<file path="config.mk">
export PLATFORM = sky130hd
export DESIGN_NAME = imem_arbiter
export DESIGN_NICKNAME = d
export VERILOG_FILES = /design/src/rtl/imem_arbiter.sv
export SDC_FILE = /design/constraint.sdc
export NUM_CORES = 1
export LEC_CHECK = 0
export ABC_AREA = 0
export BUFFER_PORTS_ARGS = -buffer_cell sky130_fd_sc_hd__buf_2
export CAP_MARGIN = 20
export CORE_AREA = 2 2 93 95
export DETAILED_ROUTE_END_ITERATION = 6
export DIE_AREA = 0 0 95 97
export SLEW_MARGIN = 5
export SYNTH_ARGS = -nofsm -noshare
export SYNTH_HDL_FRONTEND = slang
export SYNTH_SLANG_ARGS = --single-unit
</file>
<file path="constraint.sdc">
create_clock -name clk -period 1.8 [get_ports clk]
set_clock_uncertainty 0.15 [all_clocks]
set_input_delay 0.09 -clock clk [delete_from_list [all_inputs] [get_ports clk]]
set_output_delay 0.09 -clock clk [all_outputs]
set_load 0.01 [all_outputs]
</file>
<file path="src/rtl/imem_arbiter.sv">
// imem_arbiter: shares one synchronous-read BRAM port between fetch and loader.
// The loader wins by default, but after MAX_LDR_BURST consecutive loader wins a waiting fetch is served.
module imem_arbiter #(
  parameter int ADDR_SIZE     = 7,
  parameter int MAX_LDR_BURST = 4
) (
  input  logic                 clk,
  input  logic                 rst,
  input  logic                 f_req,
  input  logic [31:0]          f_addr,
  output logic                 f_gnt,
  output logic                 f_rvalid,
  output logic [31:0]          f_rdata,
  input  logic                 l_req,
  input  logic                 l_we,
  input  logic [31:0]          l_addr,
  input  logic [31:0]          l_wdata,
  output logic                 l_gnt,
  output logic                 l_rvalid,
  output logic [31:0]          l_rdata,
  output logic                 l_err,
  output logic                 m_en,
  output logic                 m_we,
  output logic [ADDR_SIZE-2:0] m_addr,
  output logic [31:0]          m_wdata,
  input  logic [31:0]          m_rdata
);
  localparam int SCW = $clog2(MAX_LDR_BURST + 1);
  localparam logic [1:0] OWN_NONE = 2'd0, OWN_F = 2'd1, OWN_L = 2'd2, OWN_ERR = 2'd3;
  logic [SCW-1:0] sc;
  logic [1:0]     owner;
  logic           starve, l_bad;
  logic           f_addr_unused;
  assign f_addr_unused = ^{f_addr[31:ADDR_SIZE+1], f_addr[1:0]};
  always_comb begin
    starve  = f_req && sc == SCW'(MAX_LDR_BURST);
    l_bad   = |l_addr[1:0] || |l_addr[31:ADDR_SIZE+1];
    f_gnt   = rst && f_req && (!l_req || starve);
    l_gnt   = rst && l_req && !starve;
    m_en    = f_gnt || (l_gnt && !l_bad);
    m_we    = l_gnt && !l_bad && l_we;
    m_addr  = l_gnt ? l_addr[ADDR_SIZE:2] : f_addr[ADDR_SIZE:2];
    m_wdata = l_wdata;
  end
  // Errored loader accesses still take a grant slot, so they count toward starvation.
  always_ff @(posedge clk) begin
    if (!rst) begin
      sc    <= '0;
      owner <= OWN_NONE;
    end else begin
      sc    <= (!f_req || f_gnt) ? '0 : sc + SCW'(l_gnt);
      owner <= f_gnt ? OWN_F : !l_gnt ? OWN_NONE : l_bad ? OWN_ERR : l_we ? OWN_NONE : OWN_L;
    end
  end
  assign f_rvalid = owner == OWN_F;
  assign l_rvalid = owner == OWN_L;
  assign l_err    = owner == OWN_ERR;
  assign f_rdata  = m_rdata;
  assign l_rdata  = m_rdata;
endmodule
</file>
### Word level (Yosys, flattened, before mapping)

Cells that the tools add are included.

* flip-flop bits (word level): 5
* input port bits: 133
* output and inout bits: 109

* add/subtract/negate cells: 1
* eq/ne operators: 4
* mux-type cells: 5
* bitwise logic cells: 2
* reduce and logical (&&, ||, !) cells: 19

Operators with widths (count)
* $reduce_or 24->1: 1
* $logic_and 1x1->1: 7
* $mux 6: 1
* $eq 2x2->1 const B: 2
* $logic_not 1->1: 4
* $logic_or 1x1->1: 4
* $mux 2: 2
* $reduce_or 2->1: 2
* $add 3x1->3: 1
* $eq 3x3->1 const B: 1
* $reduce_or 3->1: 1
* $eq 2x1->1 const B: 1
* $mux 1: 2
* $not 1->1: 2

### Depth between registers and ports, before layout

Gate-level depths: netlist (run 1).

* word-level depth: 6
* gate-level depth with buffers: 8
* mapped depth without buffers: 8

### Worst setup path before layout (run 1)

No wires, ideal clock.

* path kind: reg2reg
* start point: reg sc[2]
* end point: reg sc[2]
* library setup time: 0.115 ns
* arrival time: 1.463 ns
* data required time: 1.535 ns
* path slack: 0.072 ns
* stages on the path, launching flop included: 9
* period minus slack after synthesis: 1.728 ns
* path through: dfxtp_1 nand2_1 o31a_1 nand2_4 inv_6 ha_1 ha_1 xor2_1 and2_1

* elaborated cells between the ends (all ways): 9
* those cells by class: add/sub: 1; eq/ne: 1; reduce/logical: 7

RTL lines
* start: declaration: line 30 `logic [SCW-1:0] sc;`
* start signal: assignment: line 51 `sc <= (!f_req || f_gnt) ? '0 : sc + SCW'(l_gnt);`
* $eq 3x3->1: line 36 `starve = f_req && sc == SCW'(MAX_LDR_BURST);`
* $logic_and 1x1->1: line 36
* $logic_not 1->1: line 39 `l_gnt = rst && l_req && !starve;`
* $logic_and 1x1->1: line 39
* via l_gnt: line 18 `output logic l_gnt,`
* $add 3x1->3: line 51

The timed path passes the listed nets, and every way through them passes these cells.
A chain may end at the register's enable or synchronous reset.

### Final worst setup path (run 1)

* start point: reg sc[1]
* end point: out m_addr[2]

* word-level cells in the longest chain between the ends: 5

Ends and longest elaborated chain
* $eq 3x3->1: line 36
* $logic_and 1x1->1: line 36
* $logic_not 1->1: line 39
* $logic_and 1x1->1: line 39
* $mux 6: line 42 `m_addr = l_gnt ? l_addr[ADDR_SIZE:2] : f_addr[ADDR_SIZE:2];`
* end: declaration: line 24 `output logic [ADDR_SIZE-2:0] m_addr,`

Every way passes these cells.

==> results of run 1 <==
[final timing paths]
path	from	endpoint	slack (ns)	cells past startpoint
hold reg to reg	sc[0]$_SDFF_PP0_	sc[0]$_SDFF_PP0_	0.44	2
hold / removal	l_wdata[20]	m_wdata[20]	0.03	0
setup reg to reg	sc[1]$_SDFF_PP0_	sc[2]$_SDFF_PP0_	0.05	8
setup / recovery	sc[1]$_SDFF_PP0_	m_addr[2]	-0.01	6
[report_power, final]
part | internal [mW] | switching [mW] | total, mW
clock | 0.152 | 0.0551 | 0.207
sequential | 0.115 | 0.00235 | 0.117
combinational | 0.0943 | 0.0539 | 0.148
total | 0.361 | 0.111 | 0.473
[flip-flops by register name (all words and copies together) (netlist names)]
name   count
sc         3
owner      2
[repair_timing]
action	in CTS	in global routing
gates cloned	1	0
pin swaps	3	2
buffers inserted	3	0
hold buffers	1	0
hold endpoints to repair	1	0
setup endpoints to repair	6	8
resized for setup	13	3
[synthesized netlist by cell type]
| master | number |
|---|---|
| buf_4 | 96 |
| nand2_1 | 2 |
| nand3_1 | 1 |
| xor2_1 | 1 |
| dfxtp_1 | 5 |
| and2_1 | 4 |
| a21o_1 | 1 |
| inv_6 | 1 |
| a21oi_1 | 1 |
| ha_1 | 2 |
| o31a_1 | 1 |
| nand4_1 | 1 |
| nor2_1 | 3 |
| o22ai_1 | 1 |
| nand2_4 | 1 |
| nor2b_1 | 2 |
| and3_1 | 2 |
| mux2_4 | 6 |
| nor4_1 | 6 |
[area by class of cell]
class | instances | area (sq um) | share of cell area
Clock buffer | 4 | 45.0 | 0.0459
Inverter | 1 | 8.76 | 0.00892
Multi-Input combinational cell | 35 | 298 | 0.303
Sequential cell | 5 | 104 | 0.106
Tap cell | 105 | 131 | 0.134
Timing Repair Buffer | 62 | 395 | 0.403
[critical path, stage by stage (launching register included)]
cell and delay, ns:
dfxtp_2 0.31, o31a_1 0.34, nand2_4 0.10, inv_6 0.04
buf_8 0.13, mux2_4 0.31, buf_6 0.13
[logic make-up after synthesis]
family          count (synthesis)  share of synthesized area
compound gates                  4                     0.0248
xor+xnor                        1                    0.00789
fa+ha+maj                       2                     0.0225
buf+inv                        97                      0.657
flops                           5                     0.0902
mux                             6                     0.0812
simple gates                   22                      0.116
[through the flow]
stage / setup slack (ns) / TNS [ns] / std cells / power, mW / utilization
after floorplan: 0.0723 / 0 / 137 / 0.385 / -
after global placement: 0.0902 / 0 / 203 / 0.233 / 0.0997
after detailed placement: 0.0718 / 0 / 203 / 0.235 / 0.0997
after CTS: -0.0301 / -0.150 / 212 / 0.478 / 0.120
after global routing: -0.0563 / -0.271 / 212 / 0.499 / 0.121
final: -0.0135 / -0.0147 / 212 / 0.473 / 0.121
[placed cells by master (no fill, tap or decap), drive strengths merged, types with 2 or more instances in the layout]
cell type	count
and3	2
mux2	6
clkbuf	4
buf	61
nor2b	2
nand2	3
and2	4
dfxtp	5
nor4	6
nor2	3
ha	2
[routing by layer]
layer / wire [um] / GRT usage
met4: 186 / 0.0524
met1: 697 / 0.0383
met2: 1320 / 0.0862
met5: 0 / 0.0119
met3: 810 / 0.0818
==> run summary, run 1 <==
Largest area contributor in the netlist -> buf_4
Post-Layout Inst Area -> 982 sq um
# DRC -> 0
Clk sink count -> 5
Status -> finished, violations left
Worst Path Arrival -> 1.57 ns
GPL Wtd Cong -> 0.713
Die area -> 0.00922 sq mm
Initial Util -> 0.136
Final wirelength -> 3020 um
Mapped Cells -> 137
Max-slew headroom -> 0.788
Worst setup margin -> -0.0135 ns
Area of placed instances -> 811 sq um
Skew-Pair Late Insertion Delay -> 0.22 ns
Total GRT Usage -> 0.0624
Antenna Nets Post-Route -> 0
Register bit total from synthesis -> 5
WL per Instance -> 14.2 um
Post-DP HPWL -> 2540 um
Mapped Area -> 0.00111 sq mm
Crit path launch type -> flip-flop
Yosys warnings -> 0
Required time worst endpoint -> 1.56 ns
Layout cell share with drive strength beyond 1 -> 0.729
Unrepaired setup endpoints after global routing -> true
Net Count, Synth -> 272
Ant diodes -> 0
Via/cell ratio -> 3.08
Wire length of the first global-routing pass -> 4200 um
Hold Slack -> 0.0300 ns
Final number of hold-violating endpoints -> 0
Setup-failing EPs final -> 3
Hold Path Class -> in2out
Longest Clk Path Bufs -> 2
H-tree depth -> 1
GR Overflow Total -> 0
Drt initial violations -> 6
CP Max Fanout -> 5
Max-slew violations -> 0
Vias in the first global route -> 712
Synth top area cells -> buf_4 (65%), dfxtp_1 (9.0%), mux2_4 (8.1%), nor4_1 (3.4%), and2_1 (2.3%)
Worst-path clk slew -> 0.03 ns
PortBufs -> 55
Root Driver -> clkbuf_8
Worst slew pin tran -> 0.317 ns
Crit share post-route -> 1.01
Failing checks -> setup timing
Peak Freq -> 551 MHz
FILL cells -> 926
IO Count -> 242
Number of max-cap violations -> 0
CTS tree -> built
Net count, final -> 243
Core box area -> 0.00813 sq mm
DR pass1 iterations -> 4
Core Rows -> 33
Minimum clock period -> 1.81 ns
Crit Path Category -> reg2out
Pleak -> 0.485 nW
Peak VDD IR -> 185 uV
Post-synth top area share -> 0.649
Chip height -> 97 um
Area delta synth->final -> -11.5%
CTS buffer count -> 3
Largest net degree at the start of global routing -> 6
Post-synth cell types -> 19
Die X -> 95 um
Initial antenna violation count -> 0
Sequential share of the synthesized area -> 0.0902
Crit end category -> output port
Via count of the routed design -> 654
Pwr Density -> 481 mW/mm^2
Syn Area/Cell -> 8.10 sq um
Note: power is estimated with default switching activity, not from simulation.
==> inputs of run 2 (changes only) <==
- CORE_AREA: 2 2 93 95 -> 2 2 94 96
- DIE_AREA: 0 0 95 97 -> 0 0 96 98
- SKIP_LAST_GASP: not set -> 1
- clock period: 1.8 -> 2.3 ns (I/O delays scaled with it)
==> run 2 against run 1 <==
  * The run now ends clean
  * Routed wire length shrank 38%
  * Hold slack improved by 0.012 ns
  * Final area down 13%
  * Critical path depth is the same
  * Cell count is 1.4% lower
  * Largest power group unchanged
==> run summary, run 2 (synthesis gave the netlist of run 1 again) <==
Drt initial violations -> 6 (unchanged)
Root Driver -> clkbuf_8
Setup-failing EPs final -> 0 (-3)
Crit end category -> output port
Net Sw Power -> 0.0810 mW (-27%)
Wire length of the first global-routing pass -> 2840 um (-32%)
Pwr Density -> 402 mW/mm^2 (-16%)
Core Rows -> 34 (+3.0%)
Combinational share of power -> 0.262 (-0.051)
Crit path launch type -> flip-flop
Regs by FF count -> sc: 3 flops, owner: 2 flops
Largest register by flop count -> sc
WL per Instance -> 8.94 um (-37%)
Net count, final -> 237 (-2.5%)
Reg2reg start -> sc[2]$_SDFF_PP0_
Die X -> 96 um (+1.1%)
CP Max Fanout -> 10 (+5)
Critical path's largest stage delay -> 0.34 ns (about the same)
Setup TNS Final -> 0 ns (+0.0147 ns)
Total GRT Usage -> 0.0370 (-0.0254)
Slowest CP cell -> dfxtp_1
Die area -> 0.00941 sq mm (+2.1%)
Via/cell ratio -> 2.93 (-5.1%)
Worst path cell trace -> nand2_1, o31a_1, nand2_4, inv_6, mux2_4, buf_2
PortBufs -> 55 (unchanged)
Part of the power in registers -> 0.266 (+0.018)
DR pass1 iterations -> 2 (-2)
Layout Cells excl Fill -> 209 (-1.4%)
Crit Path Category -> reg2out
Hold Path Class -> in2reg
Core box area -> 0.00847 sq mm (+4.1%)
Worst Path Arrival -> 1.54 ns (-0.03 ns)
Largest net degree at the start of global routing -> 11 (+5)
GPL Wtd Cong -> 0.630 (-12%)
Area delta synth->final -> -23.0%
Skew-Pair Late Insertion Delay -> 0.22 ns (about the same)
Pleak -> 0.435 nW (-10%)
Worst slew pin tran -> 0.284 ns (-0.0328 ns)
Crit share post-route -> 0.783
Initial Util -> 0.131 (-0.00534)
Worst path top cell family by delay -> flip-flops
Crit. Startpoint -> sc[2]$_SDFF_PP0_
Antenna Nets Post-Route -> 0 (unchanged)
Final number of hold-violating endpoints -> 0 (unchanged)
Vias in the first global route -> 660 (-7.3%)
Required time worst endpoint -> 2.04 ns (+0.48 ns)
Clk sink count -> 5 (unchanged)
H-tree depth -> 1 (unchanged)
Post-DP HPWL -> 1620 um (-36%)
Max-slew violations -> 0 (unchanged)
CTS resizes -> 0 (-13)
Peak VDD IR -> 88.8 uV (-52%)
Via count of the routed design -> 612 (-6.4%)
Status -> finished, final reports clean
Buffers & Inverters on Critical Path -> 2 (-1)
Switching Share -> 0.236 (about the same)
Peak Freq -> 555 MHz
Number of max-cap violations -> 0 (unchanged)
IO Count -> 242 (unchanged)
Commonest non-fill, non-tap cells in the layout -> buf_2 (55), mux2_4 (6), nor4_1 (6)
GR Overflow Total -> 0 (unchanged)
Worst-path clk slew -> 0.03 ns (about the same)
CTS tree -> built
Final wirelength -> 1870 um (-38%)
HP Start -> rst
Unrepaired setup endpoints after global routing -> false
Clock share of power -> 0.472 (+0.034)
Largest register FFs -> 3 (unchanged)
Minimum clock period -> 1.80 ns
Chip height -> 98 um (+1.0%)
Pint -> 0.263 mW (-27%)
Max-slew headroom -> 0.809 (+0.0209)
CTS buffer count -> 3 (unchanged)
# DRC -> 0 (unchanged)
Most common cell after layout, fill and taps aside -> buf_2
Post-placement cell count -> 204 (+0.49%)
Longest Clk Path Bufs -> 2 (unchanged)
Ant diodes -> 0 (unchanged)
Initial antenna violation count -> 0 (unchanged)
Layout cell share with drive strength beyond 1 -> 0.653 (-0.0755)
==> run 2: worst paths after layout <==
check	to	slack, ns	cells after the start
setup / recovery	m_addr[3]	0.50	6
hold / removal	owner[1]$_SDFF_PP0_	0.04	3
hold reg to reg	sc[0]$_SDFF_PP0_	0.41	2
setup reg to reg	sc[2]$_SDFF_PP0_	0.51	8
==> run 2: metrics by stage <==
step | power [mW] | area, sq um | hold slack, ns | setup WS, ns | utilization
6_report | 0.344 | 855 | 0.0421 | 0.498 | 0.101
5_1_grt | 0.361 | 855 | 0.0643 | 0.425 | 0.101
4_1_cts | 0.349 | 855 | 0.0432 | 0.480 | 0.101
3_5_place_dp | 0.182 | 800 | 0.0801 | 0.499 | 0.0944
3_3_place_gp | 0.180 | 800 | 0.0801 | 0.523 | 0.0944
2_1_floorplan | 0.302 | 1110 | 0.0548 | 0.572 | -
==> run 2: worst min-delay path: cells and delay by family <==
family          cells  cell delay (ns)
simple gates        1             0.08
compound gates      1             0.04
buf+inv             1             0.13
==> run 2: what timing repair did <==
action,CTS,global route
hold endpoints to repair,1,0
buffers inserted,0,0
hold buffers,1,0
==> run 2: power groups by stage <==
stage               Sequential [mW]  Clock [mW]  Combinational [mW]
finish                       0.0914       0.162              0.0900
global route                 0.0916       0.170              0.0987
CTS                          0.0915       0.167              0.0913
detailed placement           0.0927           0              0.0894
global placement             0.0925           0              0.0877
floorplan                    0.0923           0               0.209
==> run 2: layout make-up <==
class	count	area, sq um
Inverter	1	8.76
Multi-Input combinational cell	35	280
Sequential cell	5	100
Timing Repair Buffer	56	285
Tap cell	108	135
Clock buffer	4	45.0
Fill cell	983	7610
==> run 2: metal layers <==
metal,up-vias,share of wire,track usage
li1,274,-,-
met1,263,0.31,0.0340
met2,47,0.47,0.0459
met3,28,0.14,0.0231
met4,0,0.085,0.0527
met5,-,0,0
